File: config.mk
export PLATFORM = sky130hd
export DESIGN_NAME = odu_chk_cfg_regs
export DESIGN_NICKNAME = d
export VERILOG_FILES = /design/src/rtl/odu_chk_pkg.sv /design/src/rtl/odu_chk_cfg_regs.sv
export SDC_FILE = /design/constraint.sdc
export NUM_CORES = 1
export LEC_CHECK = 0
export ABC_AREA = 1
export CORE_UTILIZATION = 35
export DETAILED_ROUTE_END_ITERATION = 8
export HOLD_SLACK_MARGIN = 0.02
export PLACE_DENSITY_LB_ADDON = 0.05
export SLEW_MARGIN = 20
export SYNTH_ARGS = -nofsm -noshare
export SYNTH_HDL_FRONTEND = slang
export SYNTH_SLANG_ARGS = --single-unit
File: constraint.sdc
create_clock -name clk -period 1.9 [get_ports clk]
set_clock_uncertainty 0.1 [all_clocks]
set_input_delay 0.285 -clock clk [delete_from_list [all_inputs] [get_ports clk]]
set_output_delay 0.285 -clock clk [all_outputs]
set_load 0.02 [all_outputs]
File: src/rtl/odu_chk_pkg.sv
// -----------------------------------------------------------------------------
// odu_chk_pkg
// Shared constants, types and helpers for the ODU data checker. The checker
// sits downstream of odu_gen_data_top and checks a per-channel incrementing
// sequence carried in the low bits of each generated word.
// -----------------------------------------------------------------------------
package odu_chk_pkg;

  // Datapath geometry
  localparam int NUM_CH  = 80;   // valid chid 0..NUM_CH-1
  localparam int DATA_W  = 387;  // generator word width
  localparam int SEQ_W   = 32;   // checked field data_in[SEQ_W-1:0]
  localparam int ERR_W   = 16;   // per-channel saturating error counter
  localparam int CHID_W  = 7;    // channel id width on the stream

  // Global counter widths
  localparam int TOTAL_W = 32;
  localparam int BAD_W   = 16;
  localparam int WORDS_W = 32;

  // Cfg bus geometry (same style as the generator control block)
  localparam int CFG_AW  = 4;
  localparam int CFG_DW  = 16;

  // Register map
  localparam logic [CFG_AW-1:0] ADDR_CTRL     = 4'h0;
  localparam logic [CFG_AW-1:0] ADDR_SEL      = 4'h1;
  localparam logic [CFG_AW-1:0] ADDR_ERR_CNT  = 4'h2;
  localparam logic [CFG_AW-1:0] ADDR_LOCK     = 4'h3;
  localparam logic [CFG_AW-1:0] ADDR_TOTAL_LO = 4'h4;
  localparam logic [CFG_AW-1:0] ADDR_TOTAL_HI = 4'h5;
  localparam logic [CFG_AW-1:0] ADDR_BADCHID  = 4'h6;
  localparam logic [CFG_AW-1:0] ADDR_WORDS_LO = 4'h7;
  localparam logic [CFG_AW-1:0] ADDR_WORDS_HI = 4'h8;

  // CTRL register bit positions
  localparam int CTRL_ENABLE_BIT = 0;
  localparam int CTRL_CLEAR_BIT  = 1;

  // First pipeline stage: the qualified word reduced to what the check needs
  typedef struct packed {
    logic              valid;
    logic [CHID_W-1:0] chid;
    logic [SEQ_W-1:0]  seq;
  } s1_t;

  // Saturating increments: counters stick at all-ones instead of wrapping
  function automatic logic [15:0] sat_inc16(input logic [15:0] v);
    return (&v) ? v : v + 16'd1;
  endfunction

  function automatic logic [31:0] sat_inc32(input logic [31:0] v);
    return (&v) ? v : v + 32'd1;
  endfunction

endpackage

File: src/rtl/odu_chk_cfg_regs.sv
// -----------------------------------------------------------------------------
// odu_chk_cfg_regs
// Cfg bus slave for the ODU data checker: decodes active-low chip select /
// write / output enables, holds CTRL.enable and SEL, produces the one-cycle
// clear strobe, and returns status through a registered read mux.
//
// Ports
//   clk, rst              clock, asynchronous active-high reset
//   cfg_n_cs/_we/_oe      active-low chip select, write enable, output enable
//   cfg_addr, cfg_din     register address and write data
//   cfg_dout              registered read data (0 when not being read)
//   err_cnt_sel, lock_sel error count / lock bit of the SEL channel
//   total, badchid, words global status counters
//   enable                CTRL.enable
//   sel                   channel select for ERR_CNT / LOCK
//   clear                 one-cycle strobe, same edge as the CTRL write
// -----------------------------------------------------------------------------
module odu_chk_cfg_regs
  import odu_chk_pkg::*;
(
  input  logic              clk,
  input  logic              rst,
  input  logic              cfg_n_cs,
  input  logic              cfg_n_we,
  input  logic              cfg_n_oe,
  input  logic [CFG_AW-1:0] cfg_addr,
  input  logic [CFG_DW-1:0] cfg_din,
  output logic [CFG_DW-1:0] cfg_dout,
  input  logic [ERR_W-1:0]  err_cnt_sel,
  input  logic              lock_sel,
  input  logic [TOTAL_W-1:0] total,
  input  logic [BAD_W-1:0]  badchid,
  input  logic [WORDS_W-1:0] words,
  output logic              enable,
  output logic [CHID_W-1:0] sel,
  output logic              clear
);

  logic              wr_en;
  logic              rd_en;
  logic [CFG_DW-1:0] rd_data;
  logic              unused_din_bits;

  assign wr_en = !cfg_n_cs && !cfg_n_we;
  assign rd_en = !cfg_n_cs && !cfg_n_oe;

  // Clear is taken straight from the bus so it acts on the same edge as the
  // write; it is never stored, which is what makes it self-clearing.
  assign clear = wr_en && (cfg_addr == ADDR_CTRL) && cfg_din[CTRL_CLEAR_BIT];

  // Only the low channel-select bits of the write data are ever stored.
  assign unused_din_bits = ^cfg_din[CFG_DW-1:CHID_W];

  // NOTE: sequential state uses non-blocking assignments so every flop
  // samples pre-edge values regardless of process evaluation order.
  always_ff @(posedge clk or posedge rst) begin
    if (rst) begin
      enable <= 1'b0;
      sel    <= '0;
    end else if (wr_en) begin
      case (cfg_addr)
        ADDR_CTRL: enable <= cfg_din[CTRL_ENABLE_BIT];
        ADDR_SEL:  sel    <= cfg_din[CHID_W-1:0];
        default:   ;
      endcase
    end
  end

  // NOTE: rd_data gets a default before the case so no path leaves it
  // unassigned, which would otherwise infer a latch.
  always_comb begin
    rd_data = '0;
    case (cfg_addr)
      ADDR_CTRL:     rd_data[CTRL_ENABLE_BIT] = enable;
      ADDR_SEL:      rd_data[CHID_W-1:0]      = sel;
      ADDR_ERR_CNT:  rd_data                  = err_cnt_sel;
      ADDR_LOCK:     rd_data[0]               = lock_sel;
      ADDR_TOTAL_LO: rd_data                  = total[15:0];
      ADDR_TOTAL_HI: rd_data                  = total[31:16];
      ADDR_BADCHID:  rd_data                  = badchid;
      ADDR_WORDS_LO: rd_data                  = words[15:0];
      ADDR_WORDS_HI: rd_data                  = words[31:16];
      default:       rd_data                  = '0;
    endcase
  end

  always_ff @(posedge clk or posedge rst) begin
    if (rst) begin
      cfg_dout <= '0;
    end else begin
      cfg_dout <= rd_en ? rd_data : '0;
    end
  end

endmodule

# Yosys cells after proc, flatten, opt, wreduce, memory -nomap -nowiden
# Cells that the tools add are included.
[totals]
regBits = 24
word_cells = 25
input_bits = 122
output_inout_bits = 25
[classes]
mux = 4
n_eq_ne = 8
reduce_logical = 10
[ops]
columns = ["operator", "n"]
rows = [
  ["case mux 9 bit (6 select lines)", 1],
  ["case mux 6 bit (7 select lines)", 1],
  ["== test 4 x 3 -> 1 bit, second input constant", 4],
  ["two-way mux 16 bit", 1],
  ["case mux 1 bit (9 select lines)", 1],
  ["== test 4 x 2 -> 1 bit, second input constant", 2],
  ["== test 4 x 1 -> 1 bit, second input constant", 1],
  ["== test 4 bit, second input constant", 1],
  ["logical AND 1 bit", 4],
  ["logical NOT 4 bit", 1],
  ["AND reduction 2 bit", 2],
  ["logical NOT 1 bit", 3],
]

# Logic depth before layout (Yosys ltp)
# Gate-level depths: netlist (run 1).
[logic_depth]
depth_word = 4
mapped_depth = 9

# Worst setup path after synthesis (run 1)
# No wires, ideal clock.
[synth_timing]
path_type = "in2out"
start = "input cfg_addr[3]"
end = "output clear"
cell_stages = 4
t_arrival_ns = 1.150
t_required_ns = 1.515
setup_slack_ns = 0.365
cell_sequence = "nor2_1 > buf_2 > nand3_1 > nor2_1"
[synth_between]
elab_chain_cells = 3
[synth_lines]
columns = ["element", "line_no", "text"]
rows = [
  ["start, declared", "odu_chk_cfg_regs.sv:26", "input logic [CFG_AW-1:0] cfg_addr,"],
  ["logical NOT 4 bit", "odu_chk_cfg_regs.sv:49", "assign clear = wr_en && (cfg_addr == ADDR_CTRL) && cfg_din[CTRL_CLEAR_BIT];"],
  ["logical AND 1 bit (2 in a row)", "odu_chk_cfg_regs.sv:49", ""],
  ["end, declared", "odu_chk_cfg_regs.sv:36", "output logic clear"],
]
# Every way passes these cells.

# Final worst setup path (run 1)
[layout_timing]
start = "input cfg_addr[3]"
end = "register cfg_dout[8]"
[layout_between]
elab_chain_cells = 3
[layout_lines]
columns = ["element", "line_no", "text"]
rows = [
  ["== test 4 bit (tied with other cells)", "odu_chk_cfg_regs.sv:73", "case (cfg_addr)"],
  ["case mux 9 bit (6 select lines) *", "odu_chk_cfg_regs.sv:73", ""],
  ["two-way mux 16 bit *", "odu_chk_cfg_regs.sv:91", "cfg_dout <= rd_en ? rd_data : '0;"],
  ["end signal, assigned", "odu_chk_cfg_regs.sv:91", ""],
  ["end, declared", "odu_chk_cfg_regs.sv:28", "output logic [CFG_DW-1:0] cfg_dout,"],
]
# Every way passes the cells marked *; elsewhere a longest branch is shown, timed or not.
# A chain may end at the register's enable or synchronous reset.

==> flow_metrics.py, run 1 <==
metrics = {
    "run_status": {
        "status": "completed",
    },
    "critical_path": {
        "cp_cell_sequence": "clkdlybuf4s50_1 -> buf_4 -> inv_1 -> nand2_1 -> nor2_4 -> buf_4 -> nand2_1 -> nand3_1 -> nor2_1 -> nor2_1",
        "critPathMaxStageDelay_ps": 490,
        "startpoint_type": "input pin",
        "crit_type": "in2reg",
        "cp-end-kind": "register",
        "rrSetupSlack_ps": 930,
        "critPathArrivalTime_ps": 1810,
        "cp_max_fo": 9,
        "cp.required_ps": 1940,
        "cpMaxStageDelayCell": "clkdlybuf4s50_1",
    },
    "routing": {
        "routed_wirelength_mm": 6.031,
        "drc_errors": 0,
        "dr.pass1.iters": 4,
        "routedWlPerCell_um": 12.36,
        "vias": 2207,
        "drtAntennaViolNets": 0,
        "drtIter0Drc": 100,
        "vias_per_cell": 4.523,
    },
    "timing": {
        "setup_ws_ps": 129.9,
        "grt_setup_unrepaired": "no",
        "worst_pin_slew_ps": 394.1,
        "whs_ps": 260.8,
        "fin_crit_sh_pct": 93.17,
        "slew_headroom_pct": 73.64,
        "hold_viol_final": 0,
        "slew_viol_final": 0,
        "fmax_ghz": 0.5649,
        "period_minus_slack_ps": 1770,
        "report.final.setup_viol": 0,
    },
    "power_and_ir_drop": {
        "design_power_total_uw": 1599,
        "p_leak_uw": 0.001535,
        "power.density_mw_per_mm2": 477.1,
        "peakVddDrop_mv": 0.2387,
    },
    "clocking": {
        "cts.sinks": 24,
        "htree_levels": 1,
        "root_buffer": "clkbuf_8",
        "clk_pin_slew_ps": 80,
        "cts_tree": "done",
        "clk_latency_ps": 260,
        "cts_buffers": 3,
        "clock_path_buffers": 2,
    },
    "logic_synthesis": {
        "synth_nets": 392,
        "synth_cell_type_count": 22,
        "synth_top_area_share_pct": 34.71,
        "syn_area_per_cell_um2": 6.409,
        "yosys.area.top_type": "dfrtp_1",
        "syn_area_mm2": 0.001730,
        "synth_warnings": 0,
        "ys_ff_latch": 24,
        "synthCells": 270,
        "yosysSeqAreaShare_pct": 34.71,
        "synth_area_leaders": "dfrtp_1 35%, nand2_1 21%, nand3_1 14%, nor2_1 10%, inv_1 2.8%",
    },
    "min_path": {
        "holdCritPathClass": "in2async",
    },
    "placed_design": {
        "io_buffers": 137,
        "gp_congestion": 0.7976,
        "place_ws_ps": -277.7,
        "dp_hpwl_mm": 4.844,
    },
    "global_route": {
        "grt_use_total_pct": 23.22,
        "antenna_found_initial": 0,
        "overflow": 0,
        "grt_max_degree": 25,
        "grt_pass1_wl_mm": 9.404,
        "grt_pass1_vias": 2030,
    },
    "layout": {
        "n_antenna_cell": 0,
        "drive_above_1_share_pct": 10.69,
        "utilization_pct": 70.47,
        "fin_nets": 544,
        "area_growth_pct": 93.64,
    },
    "die": {
        "io_pins": 147,
        "initial_core_util_pct": 36.39,
        "row_count": 25,
        "die_h_um": 72.32,
        "die_area_mm2": 0.005229,
        "dieWidth_um": 72.32,
        "core_mm2": 0.004755,
    },
    "flow_run": {
        "drv_cap": 0,
    },
}
==> area by class of cell <==
| cell class | count | area [um2] |
|---|---|---|
| Tap cell | 67 | 83.83 |
| Inverter | 16 | 61.31 |
| Timing Repair Buffer | 159 | 1544 |
| Clock buffer | 3 | 41.29 |
| Clock inverter | 1 | 30.03 |
| Multi-Input combinational cell | 218 | 989.7 |
| Sequential cell | 24 | 600.6 |
| Fill cell | 439 | 1404 |
==> worst paths after layout <==
check / endpoint / cells past startpoint / from
max: cfg_dout[8] / 10 / cfg_addr[3]
min: cfg_dout[9] / 3 / rst
max reg2reg: cfg_dout[0] / 4 / sel[0]
min reg2reg: sel[6] / 2 / sel[6]
max in group asynchronous: sel[3] / 3 / rst
min in group clk: sel[6] / 2 / sel[6]
==> metrics by stage <==
stage          cells  TNS, ps  instance area (um2)
2_1_floorplan    270        0                 1730
3_3_place_gp     478    -2756                 3231
3_5_place_dp     478    -3071                 3231
4_1_cts          482        0                 3302
5_1_grt          488        0                 3351
6_report         488        0                 3351
==> cells in the final DEF (no fill, tap or decap), types with 2 or more instances in the layout <==
cell type        instances
clkdlybuf4s50_1        136
clkbuf_8                 3
o21ai_0                  3
nand3_1                 50
a21oi_1                  9
inv_2                    2
nor2_2                   3
buf_4                   21
nand2_2                  2
nand2_1                 96
mux2_4                   2
dfrtp_1                 24
nor2_4                   4
inv_1                   13
nor2_1                  45
==> cell usage after synthesis <==
library cell,count
inv_1,13
nor3_2,1
nor2_4,4
dfrtp_1,24
mux2_2,1
buf_1,1
buf_4,2
nand2_1,96
clkbuf_1,1
a21oi_1,9
nand2_2,2
clkinv_2,1
nand3_1,50
or2_2,1
buf_6,4
o21ai_0,3
nor2_2,2
inv_2,2
mux2_4,2
buf_2,4
nor2_1,46
nand3_2,1
==> flip-flops by register name, summed over array words and instances, names as in the netlist <==
name and flops:
sel 7, enable 1, cfg_dout 16
==> per-layer routing <==
layer / up-vias / track usage [%] / wire [um]
met5: - / 0 / 0
met1: 969 / 31.16 / 2651
li1: 1152 / - / -
met2: 82 / 39.88 / 2979
met4: 0 / 6.754 / 55
met3: 4 / 1.944 / 345
==> report_power, final <==
group	switching, uW	internal (uW)	leakage (uW)
registers	28.2	553	0.000318
clock network	156	281	0.0000357
logic	229	351	0.00118
==> cell families (layout without fill, tap and decap cells) <==
kind of cell    count (synthesis)  in the layout  synth area share [%]
compound gates                 12             12                 3.470
mux                             3              3                 2.386
flops                          24             24                 34.71
simple gates                  203            203                 50.83
buf+inv                        28            179                 8.604
==> worst max-delay path: cells and delay by family <==
| kind | cells | cell delay [ps] |
|---|---|---|
| AND/OR/NAND/NOR | 6 | 680 |
| buffers and inverters | 4 | 840 |
==> timing repair <==
action	4_1_cts	5_1_grt
pin swaps	0	2
gates cloned	0	0
setup endpoints to repair	1	14
setup buffers	0	6
hold buffers	0	0
resized for setup	2	3
Note: power is estimated with default switching activity, not from simulation.
==> run 2, diff against run 1 <==
--- a/config.mk
+++ b/config.mk
@@ -8,8 +8,9 @@
 export ABC_AREA = 1
 export CORE_UTILIZATION = 35
 export DETAILED_ROUTE_END_ITERATION = 8
-export HOLD_SLACK_MARGIN = 0.02
+export HOLD_SLACK_MARGIN = 0.1
 export PLACE_DENSITY_LB_ADDON = 0.05
+export SKIP_LAST_GASP = 1
 export SLEW_MARGIN = 20
 export SYNTH_ARGS = -nofsm -noshare
 export SYNTH_HDL_FRONTEND = slang
==> run 2 against run 1 <==
Compared with the run above: critical endpoint is now clear; power barely moved; largest power group unchanged; sequential power barely moved; global-route usage did not move; non-clock buffer count did not move; combinational power about the same; routed wire length about the same; via count about the same; worst hold slack hardly changed; cell count stayed put; clock power barely moved.
==> flow_metrics.py, run 2 (synthesized netlist as in run 1, its figures left out) <==
metrics = {
    "layout": {
        "layout.cells.most_common_list": "136 x clkdlybuf4s50_1, 96 x nand2_1, 50 x nand3_1, 45 x nor2_1, 24 x dfrtp_1",
        "n_antenna_cell": 0,
        "top_register": "cfg_dout",
        "layout.cells.most_common": "clkdlybuf4s50_1",
        "multiInputGateArea_um2": 989.7,
        "largest_reg_flops": 16,
        "area_growth_pct": 93.93,
        "reg_top3": "cfg_dout: 16 flops, sel: 7 flops, enable: 1 flops",
        "fin_nets": 544,
        "layout.cells.non_filler": 488,
        "seq_area_um2": 600.6,
        "drive_above_1_share_pct": 10.45,
        "nFillCells": 438,
    },
    "critical_path": {
        "setup.worst_path.end": "clear",
        "timing.rr.start": "sel[0]",
        "cp_max_fo": 3,
        "worstSetupStartpoint": "cfg_n_cs",
        "cpMaxStageDelayCell": "clkdlybuf4s50_1",
        "path_depth": 5,
        "cp-end-kind": "output port",
        "cp_cell_sequence": "clkdlybuf4s50_1 -> nor2_1 -> nand3_1 -> nor2_1 -> clkdlybuf4s15_1",
        "cp.buffers_inverters": 2,
        "r2r_cells": 4,
        "startpoint_type": "input pin",
        "crit_top_cell": "nor2_1",
        "timing.rr.end": "cfg_dout[0]",
        "crit_type": "in2out",
        "cp.required_ps": 1510,
        "rrSetupSlack_ps": 940,
        "critPathTopFamily": "buffers and inverters",
        "critPathMaxStageDelay_ps": 410,
        "critPathArrivalTime_ps": 1470,
    },
    "clocking": {
        "clock_path_buffers": 2,
        "clk_pin_slew_ps": 80,
        "root_buffer": "clkbuf_8",
        "cts_tree": "done",
        "cts_buffers": 3,
        "cts.sinks": 24,
        "htree_levels": 1,
        "clk_latency_ps": 260,
    },
    "die": {
        "die_h_um": 72.32,
        "dieWidth_um": 72.32,
        "initial_core_util_pct": 36.39,
        "die_area_mm2": 0.005229,
        "io_pins": 147,
        "row_count": 25,
        "core_mm2": 0.004755,
    },
    "placed_design": {
        "gp_congestion": 0.7976,
        "dp_hpwl_mm": 4.844,
        "io_buffers": 137,
        "dp_cells": 478,
    },
    "routing": {
        "drtIter0Drc": 100,
        "dr.pass1.iters": 4,
        "drtAntennaViolNets": 0,
        "routed_wirelength_mm": 6.030,
        "drc_errors": 0,
        "vias_per_cell": 4.525,
        "vias": 2208,
        "routedWlPerCell_um": 12.36,
    },
    "timing": {
        "worst_pin_slew_ps": 394.1,
        "fin_crit_sh_pct": 97.38,
        "slew_viol_final": 0,
        "slew_headroom_pct": 73.64,
        "hold_viol_final": 0,
        "grt_setup_unrepaired": "yes",
        "report.final.setup_viol": 0,
        "period_minus_slack_ps": 1850,
        "fmax_ghz": 0.5405,
        "whs_ps": 260.8,
    },
    "power_and_ir_drop": {
        "power.density_mw_per_mm2": 476.4,
        "peakVddDrop_mv": 0.2387,
        "p_leak_uw": 0.001535,
        "design_power_total_uw": 1599,
    },
    "run_status": {
        "status": "completed",
    },
    "global_route": {
        "grt_use_total_pct": 23.22,
        "grt_pass1_vias": 2030,
        "overflow": 0,
        "antenna_found_initial": 0,
        "grt_pass1_wl_mm": 9.404,
        "grt_max_degree": 25,
    },
    "min_path": {
        "holdCritPathClass": "in2async",
    },
    "flow_run": {
        "drv_cap": 0,
    },
}
[run 2: cell types whose count changed in the layout (fill, tap and decap cells not counted), sizes merged]
cell | previous run | this run
clkbuf | 4 | 3
clkdlybuf4s15 | 0 | 1
[run 2: power by group]
part,internal [uW],switching [uW],total (uW)
Sequential,553,28.2,581
Clock,281,156,437
Combinational,351,229,581
Total,1190,414,1600
[run 2: worst min-delay path by stage]
stage	end	startpoint	cells past startpoint	slack, ps
after global placement	sel[1]	sel[1]	2	400
after global routing	cfg_dout[15]	rst	3	300
after CTS	cfg_dout[9]	rst	3	270
after detailed placement	sel[6]	sel[6]	2	430
after floorplan	cfg_dout[0]	rst	1	200
final	cfg_dout[9]	rst	3	260
[run 2: worst reg2reg max path: cells and delay by family (launching register included)]
family	cells	cell delay [ps]
and+or+nand+nor	3	250
AOI/OAI and AO/OA	1	70
DFF	1	420
[run 2: layout make-up]
cell class	instances	share of cell area [%]
Tap cell	67	2.498
Inverter	16	1.827
Multi-Input combinational cell	218	29.49
Clock inverter	1	0.8949
Clock buffer	3	1.230
Sequential cell	24	17.90
Timing Repair Buffer	159	46.16
[run 2: routing by layer]
layer	wire length [um]	up-vias	global-route usage, %
li1	-	1152	-
met2	2980	82	39.88
met5	0	-	0
met4	55	0	6.754
met1	2648	970	31.16
met3	345	4	1.944
[run 2: timing repair]
action                     in CTS  in global routing
pin swaps                       0                  2
hold endpoints to repair        0                  0
resized for setup               2                  2
buffers inserted                0                  6
hold buffers                    0                  0
setup endpoints to repair       1                 14
gates cloned                    0                  0
[run 2: metrics by stage]
step | cell area [um2] | worst slack [ps] | util [%] | setup TNS (ps)
after floorplan | 1730 | 365.0 | - | 0
after global placement | 3231 | -271.8 | 67.95 | -2756
after detailed placement | 3231 | -277.7 | 67.95 | -3071
after CTS | 3302 | 21.27 | 69.45 | 0
after global routing | 3356 | -17.14 | 70.58 | -17.14
final | 3356 | 49.84 | 70.58 | 0
==> run 3, diff against run 2 <==
==> constraint.sdc (replaced) <==
create_clock -name clk -period 2.4 [get_ports clk]
set_clock_uncertainty 0.1 [all_clocks]
set_input_delay 0.36 -clock clk [delete_from_list [all_inputs] [get_ports clk]]
set_output_delay 0.36 -clock clk [all_outputs]
set_load 0.02 [all_outputs]
==> run 3 against run 2 <==
Compared with the run above: sequential share of layout area increased by 0.79 points; power is 29% lower; routed wire length fell by 2.3%; combinational power shrank 23%; critical path depth unchanged; cell count shrank 2.7%; worst setup slack improved by 47 ps; via count shrank 1.6%; global-route usage is 0.44 points lower.
==> flow_metrics.py, run 3 (synthesized netlist as in run 1, its figures left out) <==
metrics = {
    "die": {
        "die_h_um": 72.32,
        "dieWidth_um": 72.32,
        "initial_core_util_pct": 36.39,
        "die_area_mm2": 0.005229,
        "row_count": 25,
        "core_mm2": 0.004755,
        "io_pins": 147,
    },
    "layout": {
        "drive_above_1_share_pct": 7.353,
        "fin_nets": 532,
        "layout.cells.most_common": "clkdlybuf4s50_1",
        "top_register": "cfg_dout",
        "n_antenna_cell": 0,
        "nFillCells": 463,
        "reg_top3": "cfg_dout: 16 flops, sel: 7 flops, enable: 1 flops",
        "layout.cells.most_common_list": "137 x clkdlybuf4s50_1, 96 x nand2_1, 50 x nand3_1, 46 x nor2_1, 24 x dfrtp_1",
        "design_area_mm2": 0.003214,
        "largest_reg_flops": 16,
        "utilization_pct": 67.61,
        "area_growth_pct": 85.76,
    },
    "timing": {
        "setup_tns_ps": 0,
        "hold_viol_final": 0,
        "worst_pin_slew_ps": 566.3,
        "slew_headroom_pct": 62.04,
        "slew_viol_final": 0,
        "grt_setup_unrepaired": "no",
        "fmax_ghz": 0.4342,
        "period_minus_slack_ps": 2303,
        "fin_crit_sh_pct": 95.96,
        "report.final.setup_viol": 0,
    },
    "clocking": {
        "hold_buffers": 0,
        "htree_levels": 1,
        "cts_setup_buffers": 0,
        "clock_path_buffers": 2,
        "cts.sinks": 24,
        "clk_pin_slew_ps": 80,
        "cts_buffers": 3,
        "cts_resized": 0,
        "cts_tree": "done",
        "root_buffer": "clkbuf_8",
        "clk_latency_ps": 250,
    },
    "critical_path": {
        "worstSetupStartpoint": "cfg_n_cs",
        "crit_type": "in2out",
        "timing.rr.start": "sel[5]",
        "cp.required_ps": 1940,
        "critPathArrivalTime_ps": 1840,
        "cp-end-kind": "output port",
        "cp_max_fo": 3,
        "startpoint_type": "input pin",
    },
    "power_and_ir_drop": {
        "switching_share_pct": 27.73,
        "pwr-share-comb_pct": 39.3,
        "intPower_uw": 818.3,
        "p_leak_uw": 0.001453,
        "peakVddDrop_mv": 0.1718,
        "clockPowerShare_pct": 20.0,
        "seq_power_share_pct": 40.7,
        "design_power_total_uw": 1132,
        "p_sw_uw": 314.0,
        "power.density_mw_per_mm2": 352.3,
    },
    "flow_run": {
        "drv_cap": 0,
    },
    "routing": {
        "vias_per_cell": 4.573,
        "vias": 2172,
        "drtAntennaViolNets": 0,
        "routedWlPerCell_um": 12.40,
        "routed_wirelength_mm": 5.892,
        "drc_errors": 0,
        "dr.pass1.iters": 4,
        "drtIter0Drc": 169,
    },
    "placed_design": {
        "io_buffers": 137,
        "place_area_mm2": 0.003173,
        "dp_hpwl_mm": 4.779,
        "gp_congestion": 0.8236,
    },
    "run_status": {
        "status": "completed",
    },
    "global_route": {
        "grt_pass1_wl_mm": 9.232,
        "antenna_found_initial": 0,
        "grt_use_total_pct": 22.78,
        "overflow": 0,
        "grt_pass1_vias": 2015,
        "grt_max_degree": 25,
    },
    "min_path": {
        "holdCritPathClass": "in2async",
    },
}
==> run 3: cell count changes in the layout (fill, tap and decap cells not counted) <==
cell,change
buf_12,-1
buf_4,-11
bufinv_16,-1
clkdlybuf4s15_1,-1
clkdlybuf4s50_1,+1
nor2_1,+1
nor2_2,-1
nor3_2,+1
nor3_4,-1
==> run 3: metal layers <==
layer | vias up | wire, um | track usage, %
li1 | 1130 | - | -
met1 | 947 | 2596 | 30.01
met2 | 91 | 2882 | 40.39
met3 | 4 | 358 | 1.528
met4 | 0 | 55 | 5.882
met5 | - | 0 | 0
==> run 3: cell type report <==
class,instances,area [um2],share of cell area (%)
repair buffers,147,1446,45.00
multi-input cells,218,980.9,30.52
flip-flops and latches,24,600.6,18.68
well taps,67,83.83,2.608
inverters,16,61.31,1.907
clock buffers,3,41.29,1.285
==> run 3: critical path, cell delays in order <==
cell	delay (ps)
clkdlybuf4s50_1	410
nor2_1	200
nand3_1	150
nor2_1	120
clkdlybuf4s50_1	610
==> run 3: final timing paths <==
check | endpoint | slack [ps] | cells after the start
max | clear | 100 | 5
min | cfg_dout[9] | 340 | 3
max reg2reg | cfg_dout[5] | 1430 | 4
min reg2reg | sel[4] | 430 | 2
max in group asynchronous | cfg_dout[11] | 1620 | 3
min in group clk | sel[4] | 430 | 2
==> run 3: metrics by stage <==
step	setup WS (ps)	cells	hold WS [ps]
after floorplan	715.0	270	274.6
final	96.90	475	341.3
after detailed placement	93.51	472	418.2
after global routing	37.38	475	394.4
after CTS	88.90	475	353.2
after global placement	105.6	472	393.0
==> run 3: power groups by stage <==
stage / Sequential [uW] / Clock [uW] / Combinational, uW
final: 461 / 227 / 445
after global routing: 464 / 247 / 481
after CTS: 461 / 230 / 448
after detailed placement: 469 / 0 / 447
after global placement: 467 / 0 / 442
after floorplan: 507 / 0 / 115
